<file path="config.mk">
export PLATFORM = sky130hd
export DESIGN_NAME = level_digit_rom
export DESIGN_NICKNAME = d
export VERILOG_FILES = /design/src/rtl/digit_font_pkg.sv /design/src/rtl/seg_to_rows.sv /design/src/rtl/level_digit_rom.sv
export SDC_FILE = /design/constraint.sdc
export NUM_CORES = 1
export LEC_CHECK = 0
export ABC_AREA = 1
export CAP_MARGIN = 20
export CORE_UTILIZATION = 33
export DETAILED_ROUTE_END_ITERATION = 12
export GPL_ROUTABILITY_DRIVEN = 0
export PLACE_DENSITY = 0.95
export SYNTH_ARGS = -nofsm -noshare
export SYNTH_HDL_FRONTEND = slang
export SYNTH_SLANG_ARGS = --single-unit
</file>
<file path="constraint.sdc">
create_clock -name clk -period 1.4 [get_ports clk]
set_input_delay 0.14 -clock clk [delete_from_list [all_inputs] [get_ports clk]]
set_output_delay 0.14 -clock clk [all_outputs]
set_load 0.03 [all_outputs]
</file>
<file path="src/rtl/digit_font_pkg.sv">
// Seven-segment digit font shared by the glyph ROMs: geometry, row masks and
// the per-digit segment table.
package digit_font_pkg;

  localparam int ROWS    = 9;
  localparam int COLS    = 16;
  localparam int GLYPH_W = ROWS * COLS;

  localparam logic [COLS-1:0] H_ROW = 16'h0FF0;
  localparam logic [COLS-1:0] L_COL = 16'h0800;
  localparam logic [COLS-1:0] R_COL = 16'h0010;

  localparam int NUM_DIGITS = 10;

  // Entry bits are {a,b,c,d,e,f,g}; concatenation lists digit 9 first.
  localparam logic [NUM_DIGITS-1:0][6:0] SEG_TBL = {
    7'h7B, 7'h7F, 7'h70, 7'h5F, 7'h5B,
    7'h33, 7'h79, 7'h6D, 7'h30, 7'h7E
  };

  function automatic logic [6:0] digit_segs(input logic [4:0] v);
    logic [6:0] s;
    s = '0;
    if (v < 5'(NUM_DIGITS)) s = SEG_TBL[v[3:0]];
    return s;
  endfunction

endpackage

</file>
<file path="src/rtl/seg_to_rows.sv">
// Combinational segment-to-bitmap expansion; one row slice per generate lane.
module seg_to_rows
  import digit_font_pkg::*;
(
  input  logic [6:0]         segs,
  output logic [GLYPH_W-1:0] glyph
);

  logic seg_a, seg_b, seg_c, seg_d, seg_e, seg_f, seg_g;
  assign {seg_a, seg_b, seg_c, seg_d, seg_e, seg_f, seg_g} = segs;

  for (genvar r = 0; r < ROWS; r++) begin : g_row
    localparam logic IS_TOP = (r == 0);
    localparam logic IS_MID = (r == 4);
    localparam logic IS_BOT = (r == ROWS - 1);
    localparam logic UPPER  = (r <= 4);
    localparam logic LOWER  = (r >= 4);

    logic [COLS-1:0] row;

    // Row 4 is shared by the upper and lower vertical segments.
    assign row = ({COLS{seg_a & IS_TOP}} & H_ROW)
               | ({COLS{seg_g & IS_MID}} & H_ROW)
               | ({COLS{seg_d & IS_BOT}} & H_ROW)
               | ({COLS{seg_f & UPPER }} & L_COL)
               | ({COLS{seg_b & UPPER }} & R_COL)
               | ({COLS{seg_e & LOWER }} & L_COL)
               | ({COLS{seg_c & LOWER }} & R_COL);

    assign glyph[GLYPH_W-1-COLS*r -: COLS] = row;
  end

endmodule

</file>
<file path="src/rtl/level_digit_rom.sv">
// Registered digit glyph ROM: level_num -> 9x16 bitmap, one-cycle latency,
// values above 9 render blank.
module level_digit_rom
  import digit_font_pkg::*;
(
  input  logic               clk,
  input  logic               rst_n,
  input  logic [4:0]         level_num,
  output logic [GLYPH_W-1:0] data
);

  logic [6:0]         segs;
  logic [GLYPH_W-1:0] glyph;

  assign segs = digit_segs(level_num);

  seg_to_rows u_seg_to_rows (
    .segs  (segs),
    .glyph (glyph)
  );

  always_ff @(posedge clk or negedge rst_n) begin
    if (!rst_n) data <= '0;
    else        data <= glyph;
  end

endmodule

</file>
**Word level (Yosys, flattened, before mapping)**

Memories as Yosys holds them, arrays and structs flattened.
Cells that the tools add are included.

- Bits in registers: 144
- Memory bits (read-only): 112
- Input bits: 7
- Output and inout bits: 144
- Word-level logic and storage cells: 16
- Memories kept: 1

Memories:

| memory | depth | width | read ports | clocked after memory_dff | wr ports | line | source |
|---|---|---|---|---|---|---|---|
| (no name shown) | 16 | 7 | 1 | 0 | 0 | digit_font_pkg.sv:24 | `if (v < 5'(NUM_DIGITS)) s = SEG_TBL[v[3:0]];` |

- Magnitude comparators: 2
- Mux-type cells: 2
- Bitwise logic cells: 10

Operator list:

| kind | number |
|---|---|
| 12-bit by 5-bit OR with 12-bit output | 4 |
| 12-bit OR | 3 |
| 16-bit by 5-bit OR with 16-bit output | 2 |
| 16-bit by 12-bit OR with 16-bit output | 1 |
| 7-bit 2-to-1 mux | 2 |
| 4-bit by 5-bit less-than comparator with 1-bit output (second input constant) | 1 |
| 5-bit by 4-bit less-than comparator with 1-bit output (second input constant) | 1 |

**Logic depth before layout (Yosys ltp)**

Gate-level depths: netlist (run 1).

- Word-level depth: 7
- Mapped depth: 7
- Gate-level depth less buffers: 7

**By module**

From an unflattened synthesis (run 1), not the netlist that was laid out.

- Cell total of the unflattened synthesis: 332
- Area total of the unflattened synthesis: 4889.7 um2

Modules (own cells, without submodules):

| module | times used | cells an instance | area each (um2) | seq. area each (um2) |
|---|---|---|---|---|
| level_digit_rom | 1 | 184 | 3806.2 | 3603.5 |
| seg_to_rows | 1 | 148 | 1083.5 | 0.0 |

**Least setup slack after synthesis (run 1)**

OpenSTA, ideal clock, no wires.

- Path type: reg2out
- Start point: reg data[10]
- End point: out data[10]
- Arrival: 776 ps
- Required time: 1260 ps
- Slack: 484 ps
- Stages on the path, launching flop included: 2
- Path buffers: 1
- Path through: dfrtp_1 > buf_4

RTL lines:

| what | line | source |
|---|---|---|
| start: declaration | level_digit_rom.sv:9 | `output logic [GLYPH_W-1:0] data` |
| start signal: assignment | level_digit_rom.sv:24 | `else data <= glyph;` |

No word-level cell between the ends.

**Final worst setup path (run 1)**

- Start point: reg data[75]
- End point: out data[75]

No word-level cell between the ends.

==> metrics.md, run 1 <==
| Metric | Value |
|---|---|
| First-pass GRT wire length | 2.663 mm |
| Crit path time final | 1.355 ns |
| Sw power | 0.7705 mW |
| Root buffer cell | clkbuf_8 |
| # rows | 24 |
| Chip Width | 71.64 um |
| Maximum Capacitance Violations | 0 |
| Post-synthesis register bit count | 13 |
| CP max stage delay | 0.67 ns |
| Ports | 151 |
| Core box area | 4504 sq um |
| CP endpoint kind | primary output |
| Post-synth cell types | 19 |
| Initial DRC Count | 9 |
| Top cell type by total area after synthesis | buf_4 |
| Top post-synthesis cells by area | buf_4 61%, dfrtp_1 20%, ha_1 3.9%, nand2_1 2.6%, nand2_2 2.0% |
| Cells after DPL | 266 |
| Drt pass-1 iters | 4 |
| Cts hold-fix bufs | 0 |
| Area grow syn2layout | -3.518% |
| Slew headroom | 0.6474 |
| Most frequent cells after synthesis | 131 x buf_4, 13 x dfrtp_1, 11 x nand2_1 |
| Post-route DRC | 0 |
| H-Tree Depth | 1 |
| Vias in the first global route | 563 |
| Buf+Inv Stages, Crit Path | 1 |
| Logic pwr share | 0.511 |
| Reg area | 325.3 sq um |
| Post-synth EDFFs | 0 |
| PortBufs | 42 |
| # clock sinks | 13 |
| Required @ worst endpoint | 1.26 ns |
| # setup viols final | 0 |
| Critical Path, Cell by Cell | clkdlybuf4s50_1 |
| WL final | 2.025 mm |
| RSZ-0062 raised after global routing | false |
| Tot Pwr | 1.508 mW |
| Wire per inst | 7.500 um |
| Delay-heaviest family, CP | buffers and inverters |
| NumNets Final | 231 |
| Initial antenna violation count | 0 |
| Non-Filler Instances | 270 |
| Final ANT Viol Nets | 0 |
| Ys async rst share | 1.000 |
| Tcrit/Tclk final | 0.9681 |
| Largest net degree at the start of global routing | 14 |
| Netlist Area Pre-Place | 1600 sq um |
| DPL Wire Length | 1.848 mm |
| Largest regs | data x13 |
| Worst-path clk slew | 0.05 ns |
| Starting density of the core | 0.3553 |
| Sequential element share of the synthesized area | 0.2033 |
| Vias | 851 |
| Worst-Margin Slew | 0.5273 ns |
| Primary FF master, synth | dfrtp_1 |
| Post-synth top area share | 0.6145 |
| Final Max Slew Viols | 0 |
| Seq pwr share | 0.281 |
| Highest net fanout along the worst path | 1 |
| Count leader, synth | buf_4 |
| Sw Share | 0.5111 |
| Largest reg by FF count | data |
| VDD IR-drop max | 232.0 uV |
| Filler cells | 481 |
| Outcome | completed |
| Diode count | 0 |
| Die Y | 71.64 um |
| CTS Buf Count | 3 |
| Fin. Hold Viols | 0 |
| Total grt overflow | 0 |
| CP Launch Type | flip-flop |
| GRT Resource Usage Total | 0.07039 |
| Number of flip-flops under the largest register name | 13 |
| Share of cells above drive strength 1 | 0.09174 |
| CP max stage cell | clkdlybuf4s50_1 |
| PwrDens | 976.5 nW/um^2 |
| Post-DR vias/cell | 3.152 |
| Worst min-delay path class | in2async |
| Clock Tree Buf Depth | 2 |
| Post-synthesis cell count | 193 |
| Placed Area | 1526 sq um |
| Synthesized area per cell | 8.292 sq um |
| Type of the worst setup path | reg2out |
| Clk network pwr share | 0.208 |
| CP arrival | 1.22 ns |
| Footprint of the multi-input gates | 651.9 sq um |
| Die ar. | 5132 sq um |
| Yosys warnings | 0 |
| CTS tree | built |
| FMAX | 737.8 MHz |
| Static Leak | 1.041 nW |
| Design area | 1544 sq um |
| Pint | 0.7372 mW |
## cells in the final DEF (no fill, tap or decap), drive strengths merged, types with 4 or more instances in the layout
cell,synthesis,final
nand2,16,16
dfrtp,13,13
ha,5,5
dlygate4sd2,0,30
inv,11,11
clkdlybuf4s50,0,8
dlymetal6s2s,0,4
clkbuf,0,4
nor2,8,8
conb,1,108
## kinds of logic after synthesis
kind of cell	share of synthesized area
buffers and inverters	0.6403
other	0.002343
AO/OA/AOI/OAI	0.01798
flip-flops	0.2033
AND/OR/NAND/NOR	0.09696
adder cells (fa/ha/maj)	0.03909
## per-layer routing
layer  GRT usage  vias up  share of wire
li1            -      387              -
met1     0.07780      377           0.32
met2      0.1205       78           0.56
met3    0.008439        9          0.097
met4     0.05882        0          0.027
met5           0        -              0
## metrics by stage
step	TNS (ns)	hold WS (ns)	utilization	setup slack [ns]
finish	0	0.2529	0.3428	0.04461
CTS	0	0.2671	0.3406	0.002627
detailed placement	-0.5456	0.5220	0.3389	-0.09984
floorplan	0	-0.1556	-	0.4838
global route	0	0.3007	0.3428	0.006525
global placement	-0.1007	0.5094	0.3389	-0.03530
## repair_timing
| item | in CTS | in global routing |
|---|---|---|
| endpoints found under the hold margin | 0 | 0 |
| gates resized for setup | 30 | 4 |
| endpoints found under the setup margin | 30 | 4 |
| setup buffers | 0 | 0 |
## area by class of cell
class                   count  area share
flip-flops and latches     13      0.2107
inverters                  11     0.02674
repair buffers             45      0.2690
clock buffers               4     0.02917
well taps                  52     0.04214
multi-input cells         145      0.4222
## worst max-delay path by stage
stage / from / end / slack [ns] / cells after the start
global placement: level_num[1] / data[4] / -0.04 / 7
global route: data[75] / data[75] / 0.007 / 1
detailed placement: level_num[1] / data[4] / -0.1 / 7
floorplan: data[10] / data[10] / 0.48 / 1
CTS: data[68] / data[68] / 0.003 / 1
finish: data[75] / data[75] / 0.04 / 1
## power by group through the flow
stage	combinational, mW	clock, mW	sequential, mW
2_1_floorplan	0.837	0	0.496
3_3_place_gp	0.803	0	0.434
5_1_grt	0.810	0.337	0.431
6_report	0.770	0.313	0.424
3_5_place_dp	0.811	0	0.435
4_1_cts	0.769	0.324	0.426
Note: power is estimated with default switching activity, not from simulation.
==> inputs of run 2 (changes only) <==
CORE_ASPECT_RATIO = 0.75   (was default)
==> metrics.md, run 2 (synthesized netlist as in run 1, its figures left out) <==
| Metric | Value |
|---|---|
| Worst min-delay path class | in2async |
| RSZ-0062 raised after global routing | false |
| End of the critical path | data[4] |
| H-Tree Depth | 1 |
| Final ANT Viol Nets | 0 |
| Critical Path, Cell by Cell | clkdlybuf4s50_1 |
| Post-route DRC | 0 |
| Highest net fanout along the worst path | 1 |
| Largest regs | data x13 |
| CP Launch Point | data[4] |
| Largest reg by FF count | data |
| Cells after DPL | 271 |
| Design area | 1545 sq um |
| Delay-heaviest family, CP | buffers and inverters |
| First-pass GRT wire length | 2.615 mm |
| Die Y | 62.31 um |
| Reg area | 325.3 sq um |
| Footprint of the multi-input gates | 651.9 sq um |
| Diode count | 0 |
| Largest net degree at the start of global routing | 14 |
| Post-DR vias/cell | 3.051 |
| Chip Width | 82.41 um |
| Total grt overflow | 0 |
| FMAX | 738.3 MHz |
| Outcome | completed |
| Die ar. | 5135 sq um |
| # setup viols final | 0 |
| Setup slack at placement | -0.1021 ns |
| Wire per inst | 6.884 um |
| Filler cells | 489 |
| CP endpoint kind | primary output |
| Type of the worst setup path | reg2out |
| Slew headroom | 0.6524 |
| Placed Area | 1533 sq um |
| Final Max Slew Viols | 0 |
| Vias | 839 |
| Vias in the first global route | 599 |
| Share of cells above drive strength 1 | 0.09174 |
| # rows | 21 |
| Initial antenna violation count | 0 |
| Worst-Margin Slew | 0.5198 ns |
| Ports | 151 |
| VDD IR-drop max | 499.5 uV |
| GRT Resource Usage Total | 0.06685 |
| Core box area | 4546 sq um |
| CP Depth | 1 |
| CTS Buf Count | 3 |
| Root buffer cell | clkbuf_8 |
| Worst-path clk slew | 0.05 ns |
| Initial DRC Count | 15 |
| Commonest non-fill, non-tap cell in the layout | conb_1 |
| CP max stage delay | 0.66 ns |
| NumNets Final | 231 |
| Setup Buffers After CTS | 0 |
| CP Launch Type | flip-flop |
| CP max stage cell | clkdlybuf4s50_1 |
| Crit path time final | 1.354 ns |
| PortBufs | 42 |
| Maximum Capacitance Violations | 0 |
| Worst setup margin | 0.04555 ns |
| Tot Pwr | 1.506 mW |
| # clock sinks | 13 |
| Most frequent cells in the layout | 108 x conb_1, 30 x dlygate4sd2_1, 13 x dfrtp_1 |
| CP arrival | 1.21 ns |
| Number of flip-flops under the largest register name | 13 |
| WL final | 1.893 mm |
| CTS tree | built |
| DPL Wire Length | 1.729 mm |
| Drt pass-1 iters | 4 |
| Clock Tree Buf Depth | 2 |
| Starting density of the core | 0.3521 |
| Fin. Hold Viols | 0 |
| Area grow syn2layout | -3.440% |
| PwrDens | 974.9 nW/um^2 |
| Required @ worst endpoint | 1.26 ns |
| Buf+Inv Stages, Crit Path | 1 |
| Static Leak | 1.019 nW |
| Non-Filler Instances | 275 |
| Tcrit/Tclk final | 0.9675 |
==> run 2: cell count changes in the layout (fill, tap and decap cells not counted) <==
cell,before,now
clkdlybuf4s50_1,8,10
dlymetal6s2s_1,4,2
==> run 2: metrics by stage <==
step                      hold WS [ns]  setup TNS, ns    util
final                           0.2499              0  0.3399
after global routing            0.2974              0  0.3399
after CTS                       0.2647              0  0.3388
after detailed placement        0.5199        -0.4797  0.3372
after global placement          0.5103        -0.1197  0.3372
after floorplan                -0.1556              0       -
==> run 2: repair_timing <==
item                       CTS  global route
setup endpoints to repair   30             2
gates resized for setup     30             2
hold buffers                 0             0
gates cloned                 0             0
==> run 2: cell type report <==
class	instances	share of cell area
inverter	11	0.02672
tap	57	0.04615
clock buffer	4	0.02915
timing repair buffer	45	0.2656
sequential	13	0.2105
multi-input combinational	145	0.4219
==> run 2: power breakdown <==
group          internal (mW)  switching (mW)
clock                  0.200           0.116
combinational          0.131           0.637
sequential             0.408          0.0153
==> run 2: worst min-delay path by stage <==
stage / from / end / slack, ns
3_5_place_dp: rst_n / data[138] / 0.52
5_1_grt: rst_n / data[138] / 0.30
4_1_cts: rst_n / data[116] / 0.26
2_1_floorplan: rst_n / data[10] / -0.16
6_report: rst_n / data[116] / 0.25
3_3_place_gp: rst_n / data[138] / 0.51
==> run 2: routing by layer <==
layer / share of wire / vias up / global-route usage
met5: 0 / - / 0
met1: 0.31 / 379 / 0.06835
met2: 0.54 / 66 / 0.1126
li1: - / 390 / -
met3: 0.13 / 4 / 0.02500
met4: 0.020 / 0 / 0.04167
